[src/rtl/fwd_pkg.sv]
// -----------------------------------------------------------------------------
// fwd_pkg
// Shared definitions for the operand-forwarding / hazard unit.
//   fwd_sel_t  : 2-bit EX operand mux select
//   FWD_NONE   : operand comes from the register file (ID/EX latch)
//   FWD_MEM_WB : operand forwarded from the MEM/WB result
//   FWD_EX_MEM : operand forwarded from the EX/MEM result
// The encoding 2'b11 is never produced.
// -----------------------------------------------------------------------------
package fwd_pkg;

    typedef logic [1:0] fwd_sel_t;

    localparam fwd_sel_t FWD_NONE   = 2'b00;
    localparam fwd_sel_t FWD_MEM_WB = 2'b01;
    localparam fwd_sel_t FWD_EX_MEM = 2'b10;

endpackage : fwd_pkg

[src/rtl/fwd_src_select.sv]
// -----------------------------------------------------------------------------
// fwd_src_select
// Forward-priority decision for a single EX source operand.
// Ports:
//   rs              in  REG_AW  source register address in ID/EX
//   ex_mem_regwrite in  1       EX/MEM stage writes a register
//   ex_mem_rd       in  REG_AW  EX/MEM destination register
//   mem_wb_regwrite in  1       MEM/WB stage writes a register
//   mem_wb_rd       in  REG_AW  MEM/WB destination register
//   sel             out 2       mux select (fwd_sel_t)
// The younger EX/MEM result always wins over MEM/WB; x0 never forwards.
// -----------------------------------------------------------------------------
module fwd_src_select
    import fwd_pkg::*;
#(
    parameter int REG_AW = 5
) (
    input  logic [REG_AW-1:0] rs,
    input  logic              ex_mem_regwrite,
    input  logic [REG_AW-1:0] ex_mem_rd,
    input  logic              mem_wb_regwrite,
    input  logic [REG_AW-1:0] mem_wb_rd,
    output fwd_sel_t          sel
);

    logic ex_mem_hit;
    logic mem_wb_hit;

    assign ex_mem_hit = ex_mem_regwrite && (ex_mem_rd != '0) && (ex_mem_rd == rs);
    assign mem_wb_hit = mem_wb_regwrite && (mem_wb_rd != '0) && (mem_wb_rd == rs);

    always_comb begin
        // NOTE: every path through a combinational block must assign every
        // output, so a default comes first; otherwise a latch is inferred.
        sel = FWD_NONE;
        if (ex_mem_hit) begin
            sel = FWD_EX_MEM;
        end else if (mem_wb_hit) begin
            sel = FWD_MEM_WB;
        end
    end

endmodule : fwd_src_select

[src/rtl/fwd_hazard_scoreboard.sv]
// -----------------------------------------------------------------------------
// fwd_hazard_scoreboard
// Operand forwarding and hazard detection for the 5-stage pipeline, sitting
// beside the ID/EX boundary.
// Ports:
//   clk_i, rst_n_i          clock (rising edge), async active-low reset
//   ex_rs_i                 ID/EX source addresses, source k at [k*REG_AW +: REG_AW]
//   ex_mem_regwrite_i/_rd_i EX/MEM writeback info
//   mem_wb_regwrite_i/_rd_i MEM/WB writeback info
//   id_rs_i, id_rs_valid_i  IF/ID source addresses and read-enables
//   id_mc_i                 IF/ID instruction is a multi-cycle op
//   id_ex_memread_i/_rd_i   ID/EX instruction is a load, and its destination
//   mc_issue_i/_rd_i/_lat_i multi-cycle op leaving ID/EX into the MC unit
//   flush_i                 branch flush, cancels this cycle's MC issue
//   fwd_sel_o               per-source EX mux select (2 bits per source)
//   stall_o, bubble_o       hold PC/IF-ID and insert a NOP into ID/EX
//   mc_busy_o, mc_done_o    scoreboard entry valid / last pending cycle
//   stall_cnt_o             saturating count of stalled cycles
// All outputs read 0 while rst_n_i is low.
// -----------------------------------------------------------------------------
module fwd_hazard_scoreboard
    import fwd_pkg::*;
#(
    parameter int NUM_SRC = 2,
    parameter int REG_AW  = 5,
    parameter int MAX_LAT = 8,
    parameter int LAT_W   = $clog2(MAX_LAT + 1),
    parameter int CNT_W   = 32
) (
    input  logic                      clk_i,
    input  logic                      rst_n_i,
    input  logic [NUM_SRC*REG_AW-1:0] ex_rs_i,
    input  logic                      ex_mem_regwrite_i,
    input  logic [REG_AW-1:0]         ex_mem_rd_i,
    input  logic                      mem_wb_regwrite_i,
    input  logic [REG_AW-1:0]         mem_wb_rd_i,
    input  logic [NUM_SRC*REG_AW-1:0] id_rs_i,
    input  logic [NUM_SRC-1:0]        id_rs_valid_i,
    input  logic                      id_mc_i,
    input  logic                      id_ex_memread_i,
    input  logic [REG_AW-1:0]         id_ex_rd_i,
    input  logic                      mc_issue_i,
    input  logic [REG_AW-1:0]         mc_rd_i,
    input  logic [LAT_W-1:0]          mc_lat_i,
    input  logic                      flush_i,
    output logic [NUM_SRC*2-1:0]      fwd_sel_o,
    output logic                      stall_o,
    output logic                      bubble_o,
    output logic                      mc_busy_o,
    output logic                      mc_done_o,
    output logic [CNT_W-1:0]          stall_cnt_o
);

    // ---------------- forwarding ----------------
    logic [NUM_SRC*2-1:0] fwd_sel;

    for (genvar k = 0; k < NUM_SRC; k++) begin : g_src
        fwd_src_select #(.REG_AW(REG_AW)) u_sel (
            .rs              (ex_rs_i[k*REG_AW +: REG_AW]),
            .ex_mem_regwrite (ex_mem_regwrite_i),
            .ex_mem_rd       (ex_mem_rd_i),
            .mem_wb_regwrite (mem_wb_regwrite_i),
            .mem_wb_rd       (mem_wb_rd_i),
            .sel             (fwd_sel[k*2 +: 2])
        );
    end

    // Combinational outputs are masked so the whole block reads 0 in reset.
    assign fwd_sel_o = rst_n_i ? fwd_sel : '0;

    // ---------------- scoreboard ----------------
    logic              sb_valid;
    logic [REG_AW-1:0] sb_rd;
    logic [LAT_W-1:0]  sb_cnt;
    logic              sb_last;
    logic              sb_free;
    logic              issue_ok;

    assign sb_last  = sb_valid && (sb_cnt == LAT_W'(1));
    // The entry in its done cycle retires at this edge, so it may be replaced.
    assign sb_free  = !sb_valid || sb_last;
    assign issue_ok = mc_issue_i && !flush_i && (mc_lat_i != '0) && sb_free;

    always_ff @(posedge clk_i or negedge rst_n_i) begin
        if (!rst_n_i) begin
            // NOTE: state registers use non-blocking assignments so every
            // flop samples pre-edge values regardless of statement order.
            sb_valid <= 1'b0;
            sb_rd    <= '0;
            sb_cnt   <= '0;
        end else if (issue_ok) begin
            sb_valid <= 1'b1;
            sb_rd    <= mc_rd_i;
            sb_cnt   <= mc_lat_i;
        end else if (sb_valid) begin
            sb_cnt <= sb_cnt - LAT_W'(1);
            if (sb_last) begin
                sb_valid <= 1'b0;
            end
        end
    end

    assign mc_busy_o = sb_valid;
    assign mc_done_o = sb_last;

    // ---------------- hazards ----------------
    logic load_use_match;
    logic sb_match;
    logic load_use;
    logic mc_raw;
    logic mc_struct;
    logic hazard;

    always_comb begin
        load_use_match = 1'b0;
        sb_match       = 1'b0;
        for (int k = 0; k < NUM_SRC; k++) begin
            if (id_rs_valid_i[k] && (id_rs_i[k*REG_AW +: REG_AW] == id_ex_rd_i)) begin
                load_use_match = 1'b1;
            end
            if (id_rs_valid_i[k] && (id_rs_i[k*REG_AW +: REG_AW] == sb_rd)) begin
                sb_match = 1'b1;
            end
        end
    end

    assign load_use  = id_ex_memread_i && (id_ex_rd_i != '0) && load_use_match;
    // In the done cycle the MC result is already on the MEM/WB path.
    assign mc_raw    = sb_valid && (sb_rd != '0) && sb_match && !sb_last;
    assign mc_struct = id_mc_i && sb_valid && !sb_last;
    assign hazard    = load_use || mc_raw || mc_struct;

    assign stall_o  = rst_n_i && hazard;
    assign bubble_o = stall_o;

    // ---------------- stall performance counter ----------------
    always_ff @(posedge clk_i or negedge rst_n_i) begin
        if (!rst_n_i) begin
            stall_cnt_o <= '0;
        end else if (hazard && (stall_cnt_o != '1)) begin
            stall_cnt_o <= stall_cnt_o + CNT_W'(1);
        end
    end

endmodule : fwd_hazard_scoreboard

[config.mk]
export PLATFORM = sky130hd
export DESIGN_NAME = fwd_hazard_scoreboard
export DESIGN_NICKNAME = d
export VERILOG_FILES = /design/src/rtl/fwd_pkg.sv /design/src/rtl/fwd_src_select.sv /design/src/rtl/fwd_hazard_scoreboard.sv
export SDC_FILE = /design/constraint.sdc
export NUM_CORES = 1
export LEC_CHECK = 0
export BUFFER_PORTS_ARGS = -buffer_cell sky130_fd_sc_hd__buf_4
export CORE_MARGIN = 2
export CORE_UTILIZATION = 45
export DETAILED_ROUTE_END_ITERATION = 16
export PLACE_DENSITY = 0.85
export SYNTH_ARGS = -nofsm -noshare
export SYNTH_HDL_FRONTEND = slang
export SYNTH_SLANG_ARGS = --single-unit
export TNS_END_PERCENT = 50
[constraint.sdc]
create_clock -name clk_i -period 3.7 [get_ports clk_i]
set_input_delay 0.37 -clock clk_i [delete_from_list [all_inputs] [get_ports clk_i]]
set_output_delay 0.37 -clock clk_i [all_outputs]
set_load 0.05 [all_outputs]
== Word-level counts from Yosys, hierarchy flattened ==
Cells that the tools add are included.

* Register bits after elaboration: 42
* Logic and storage cells: 65

* Add/subtract/negate cells: 2
* Reductions and logical operators: 35
* Equality and inequality tests: 10
* Mux-type cells: 14

{| class="wikitable"
|+ Operator list
! kind !! count
|-
| 5-bit == test || 8
|-
| 32-bit by 1-bit adder with 32-bit output, second input constant || 1
|-
| 32-bit != test, second input constant || 1
|-
| 1-bit logical AND || 23
|-
| 5-bit nonzero test || 4
|-
| 4-bit two-way mux || 3
|-
| 1-bit two-way mux || 9
|-
| 4-bit by 1-bit == test with 1-bit output, second input constant || 1
|-
| 2-bit two-way mux || 2
|-
| 4-bit nonzero test || 1
|-
| 4-bit by 1-bit subtractor with 4-bit output, second input constant || 1
|-
| 1-bit zero test || 3
|-
| 1-bit logical OR || 3
|-
| 2-bit nonzero test || 1
|}

== Depth between registers and ports, before layout ==
* Depth in word-level cells: 9
* Gate-level depth with buffers: 10
* Gate-level depth less buffers: 9

== Cells and area by module ==
Synthesis repeated with hierarchy kept, for this count alone.

* Cell total of the unflattened synthesis: 274
* Area total of the unflattened synthesis: 2688.8 um2

{| class="wikitable"
|+ Modules (own cells, without submodules)
! module !! cells an instance !! area each (um2) !! instances
|-
| fwd_hazard_scoreboard || 232 || 2371.0 || 1
|-
| fwd_src_select || 21 || 158.9 || 2
|}

== Worst setup path before layout ==
Ideal clock, no wire load.

* Kind: input to output
* Start: input ex_mem_rd_i[0]
* End: output fwd_sel_o[0]
* Stages: 4
* Required time: 3330 ps
* Data arrival time: 2721 ps
* Path slack: 609 ps
* Cells stage by stage: or4_1 -> o21ai_0 -> nor4_1 -> nor4_1

* Cells in the longest elaborated chain, start to end: 5
* Elaborated cells between the ends (all ways): 6
* Classes of those cells: eq/ne: 1; mux: 2; reduce/logical: 3

{| class="wikitable"
|+ RTL lines
! what !! RTL line !! text
|-
| from (decl) || fwd_hazard_scoreboard.sv:34 || <nowiki>input logic [REG_AW-1:0] ex_mem_rd_i,</nowiki>
|-
| 5-bit nonzero test || fwd_src_select.sv:29 || <nowiki>assign ex_mem_hit = ex_mem_regwrite && (ex_mem_rd != '0) && (ex_mem_rd == rs);</nowiki>
|-
| 1-bit logical AND || fwd_src_select.sv:29 ||
|-
| 1-bit logical AND (*) || fwd_src_select.sv:29 ||
|-
| 2-bit two-way mux (*) || fwd_src_select.sv:36 || <nowiki>if (ex_mem_hit) begin</nowiki>
|-
| 4-bit two-way mux (*) || fwd_hazard_scoreboard.sv:69 || <nowiki>assign fwd_sel_o = rst_n_i ? fwd_sel : '0;</nowiki>
|-
| to (decl) || fwd_hazard_scoreboard.sv:46 || <nowiki>output logic [NUM_SRC*2-1:0] fwd_sel_o,</nowiki>
|}

Every way passes the cells marked *; elsewhere a longest branch is shown, timed or not.

== Worst setup path in the final report ==
* Start: register sb_rd[0]
* End: output stall_o

* Cells in the longest elaborated chain, start to end: 9
* Elaborated cells between the ends (all ways): 13
* Classes of those cells: eq/ne: 2; mux: 2; reduce/logical: 9

{| class="wikitable"
|+ RTL lines
! what !! RTL line !! text
|-
| from (decl) || fwd_hazard_scoreboard.sv:73 || <nowiki>logic [REG_AW-1:0] sb_rd;</nowiki>
|-
| from (signal assigned) || fwd_hazard_scoreboard.sv:93 || <nowiki>sb_rd <= mc_rd_i;</nowiki>
|-
| 5-bit == test || fwd_hazard_scoreboard.sv:121 || <nowiki>if (id_rs_valid_i[k] && (id_rs_i[k*REG_AW +: REG_AW] == sb_rd)) begin</nowiki>
|-
| 1-bit logical AND || fwd_hazard_scoreboard.sv:121 ||
|-
| 1-bit two-way mux (2 in a row) || fwd_hazard_scoreboard.sv:121 ||
|-
| 1-bit logical AND (*) (2 in a row) || fwd_hazard_scoreboard.sv:129 || <nowiki>assign mc_raw = sb_valid && (sb_rd != '0) && sb_match && !sb_last;</nowiki>
|-
| 1-bit logical OR (*) (2 in a row) || fwd_hazard_scoreboard.sv:131 || <nowiki>assign hazard = load_use || mc_raw || mc_struct;</nowiki>
|-
| 1-bit logical AND (*) || fwd_hazard_scoreboard.sv:133 || <nowiki>assign stall_o = rst_n_i && hazard;</nowiki>
|-
| to (decl) || fwd_hazard_scoreboard.sv:47 || <nowiki>output logic stall_o,</nowiki>
|}

Marks and branches as above.

==> results_dict.tcl <==
set metrics [dict create \
    first_pass_iters 6 \
    final-seq-area_sq_um 1051 \
    synth-main-ff-cell "dfrtp_1" \
    crit_path_start "sb_rd[0]" \
    cp.required_ps 3330 \
    grt_usage_pct 20.87 \
    vias 2276 \
    start_util_pct 47.09 \
    ant_nets 0 \
    ys.warnings.count 0 \
    cts_tree "built" \
    crit_end "stall_o" \
    globalRouteOverflowTotal 0 \
    synth_fp_nets 320 \
    insertion_delay_ps 290 \
    maxCapViolCount 0 \
    synth_top_area_share_pct 40.29 \
    endpoint_kind "primary output" \
    pwr-share-seq_pct 38.9 \
    die_area_sq_um 6422 \
    netlist_instances 263 \
    grt_pass1_vias 2280 \
    synth.most_common_cell "xnor2_1" \
    fillers 454 \
    final.period_utilization_pct 71.62 \
    drive_gt1_share_pct 31.48 \
    crit_fanout 4 \
    ctsHoldBuffers 0 \
    post_cts_buffers 0 \
    ir_drop_mv 0.3878 \
    slowest_delay_ps 560 \
    area_delta_synth_final_pct 33.24 \
    utilization_pct 62.74 \
    slew_viol_final 0 \
    grt_max_degree 47 \
    fmax_mhz 377.4 \
    clock-sinks 42 \
    path_cells "or4_4 > nor2_4 > nor3_2 > o31ai_4 > nand2_1 > and2_1 > buf_4" \
    p_clk_share_pct 21.0 \
    reg2reg_depth 8 \
    clk_pin_slew_worst_paths_ps 80 \
    synth-edff-count 0 \
    combPwrFrac_pct 40.1 \
    final_nets 415 \
    mappedNetlistArea_sq_um 2609 \
    p_leak_nw 1.631 \
    hpwl_um 5001 \
    diodes 0 \
    min_period_ps 2650 \
    async_flop_share_pct 100.0 \
    p_sw_share_pct 39.32 \
    fin_skew_ps 11.64 \
    io_pins 94 \
    port_buffers 93 \
    multi_input_area_sq_um 1500 \
    worstHoldPathType "in2async" \
    clockBufferDepth 2 \
    setup_tns_ps 0 \
    internal-power_mw 1.026 \
    setup_viol 0 \
    post_cts_resized 0 \
    die_w_um 80.14 \
    hold_viol_final 0 \
    drc_errors 0 \
    netlist_top_cells_area "dfrtp_1, xnor2_1, xor2_1" \
    ys_seq_elements 42 \
    wl_per_cell_um 14.61 \
    worst_pin_slew_ps 553.2 \
    path_class "reg2out" \
    p_switching_mw 0.6646 \
    via_per_inst 5.281 \
    critPathLaunchType "register" \
    r2r_slack_ps 1360 \
    drt_iter0_markers 166 \
    ys_seq_area_share_pct 40.29 \
    cts_buffers 5 \
    rr_endpoint "stall_cnt_o[25]" \
    htree_levels 2 \
    status "finished clean" \
    p_per_area_nw_per_um2 486.3 \
    route.final.wire_length_um 6295 \
    r2r-start "stall_cnt_o[0]" \
    cp.arrival_ps 2280 \
    slew_headroom_pct 62.99 \
    cts_root_buf "clkbuf_8" \
    synth_cell_type_count 42 \
    yosysTopAreaCell "dfrtp_1" \
    die_h_um 80.14 \
    core-area_sq_um 5540 \
    grt_antenna_before_repair 0 \
    rsz0062_at_grt "false" \
    syn_area_per_cell_sq_um 9.919 \
    ys_top_cells_by_count "xnor2_1, dfrtp_1, nand2_1, xor2_1, nand3_1" \
    slowest_stage "or4_4" \
    row_count 27 \
    grt_pass1_wl_um 10530 \
    gp_congestion 0.8575 \
]
==> worst min-delay path by stage <==
stage | end | slack (ps) | cells past startpoint
final | stall_cnt_o[9] | 70 | 1
after global routing | stall_cnt_o[9] | 110 | 1
after detailed placement | stall_cnt_o[29] | 400 | 1
after floorplan | mc_busy_o | 70 | 0
after CTS | stall_cnt_o[9] | 70 | 1
after global placement | stall_cnt_o[30] | 390 | 1
==> worst max-delay path: cells and delay by family, from the launching register on <==
kind            cells  cell delay [ps]
compound gates      1              260
buf+inv             1              190
flops               1              440
simple gates        5             1100
==> cell usage in the layout (no fill, tap or decap), types with 2 or more instances in the layout <==
cell type  Yosys  final
ha_1           3      3
nand4_1       12     12
a22oi_1        2      2
nor4_1         6      6
o211ai_1       3      3
buf_4          2     94
or4_1          6      6
xor2_1        23     23
nor4_2         3      3
nand2b_1       4      4
nand3_1       19     19
nor2_1         3      3
nor3_1         5      5
and2_1         5      5
nor3b_1        2      2
and3_1        12     12
inv_1          5      5
dfrtp_1       42     42
nand2_1       32     32
xnor2_1       46     46
mux2_2         2      2
clkbuf_8       0      5
nor2b_1        2      2
o21ai_0        4      4
==> registers in the layout, summed over array words and instances (netlist names) <==
name / flops
mc_busy_o: 1
sb_cnt: 4
sb_rd: 5
stall_cnt_o: 32
==> routing by layer <==
metal	global-route usage (%)	routed length, um	vias up
met5	0	0	-
met4	7.797	109	0
met3	4.494	402	9
met2	35.92	3087	64
met1	25.55	2696	1089
li1	-	-	1114
==> cell type report <==
class	instances	share of cell area, %
inverter	5	0.5400
tap	72	2.592
clock inverter	2	1.080
multi-input combinational	210	43.16
sequential	42	30.24
timing repair buffer	94	20.30
clock buffer	6	2.088
==> per-stage QoR <==
step / hold WS [ps] / std cells / area [sq um] / worst slack (ps) / power [mW]
after floorplan: 74.41 / 263 / 2609 / 608.5 / 1.130
after global placement: 389.6 / 423 / 3366 / 1310 / 1.327
after detailed placement: 398.7 / 423 / 3366 / 1251 / 1.348
after CTS: 73.46 / 431 / 3476 / 1029 / 1.707
after global routing: 109.7 / 431 / 3476 / 961.2 / 1.796
final: 65.38 / 431 / 3476 / 1050 / 1.690
==> power groups by stage <==
stage	logic, mW	registers [mW]	clock network, mW
after floorplan	0.363	0.768	0
after global placement	0.666	0.662	0
after detailed placement	0.682	0.666	0
after CTS	0.685	0.657	0.364
after global routing	0.744	0.675	0.378
final	0.678	0.657	0.355
==> cells by family (layout without fill, tap and decap cells) <==
group | after synthesis | count (layout) | synth area share, %
AND/OR/NAND/NOR | 118 | 118 | 26.33
AO/OA/AOI/OAI | 16 | 16 | 4.748
buffers and inverters | 11 | 107 | 2.206
adder cells (fa/ha/maj) | 3 | 3 | 1.439
flip-flops | 42 | 42 | 40.29
XOR/XNOR | 69 | 69 | 23.17
multiplexers | 4 | 4 | 1.822
Note: power is estimated with default switching activity, not from simulation.
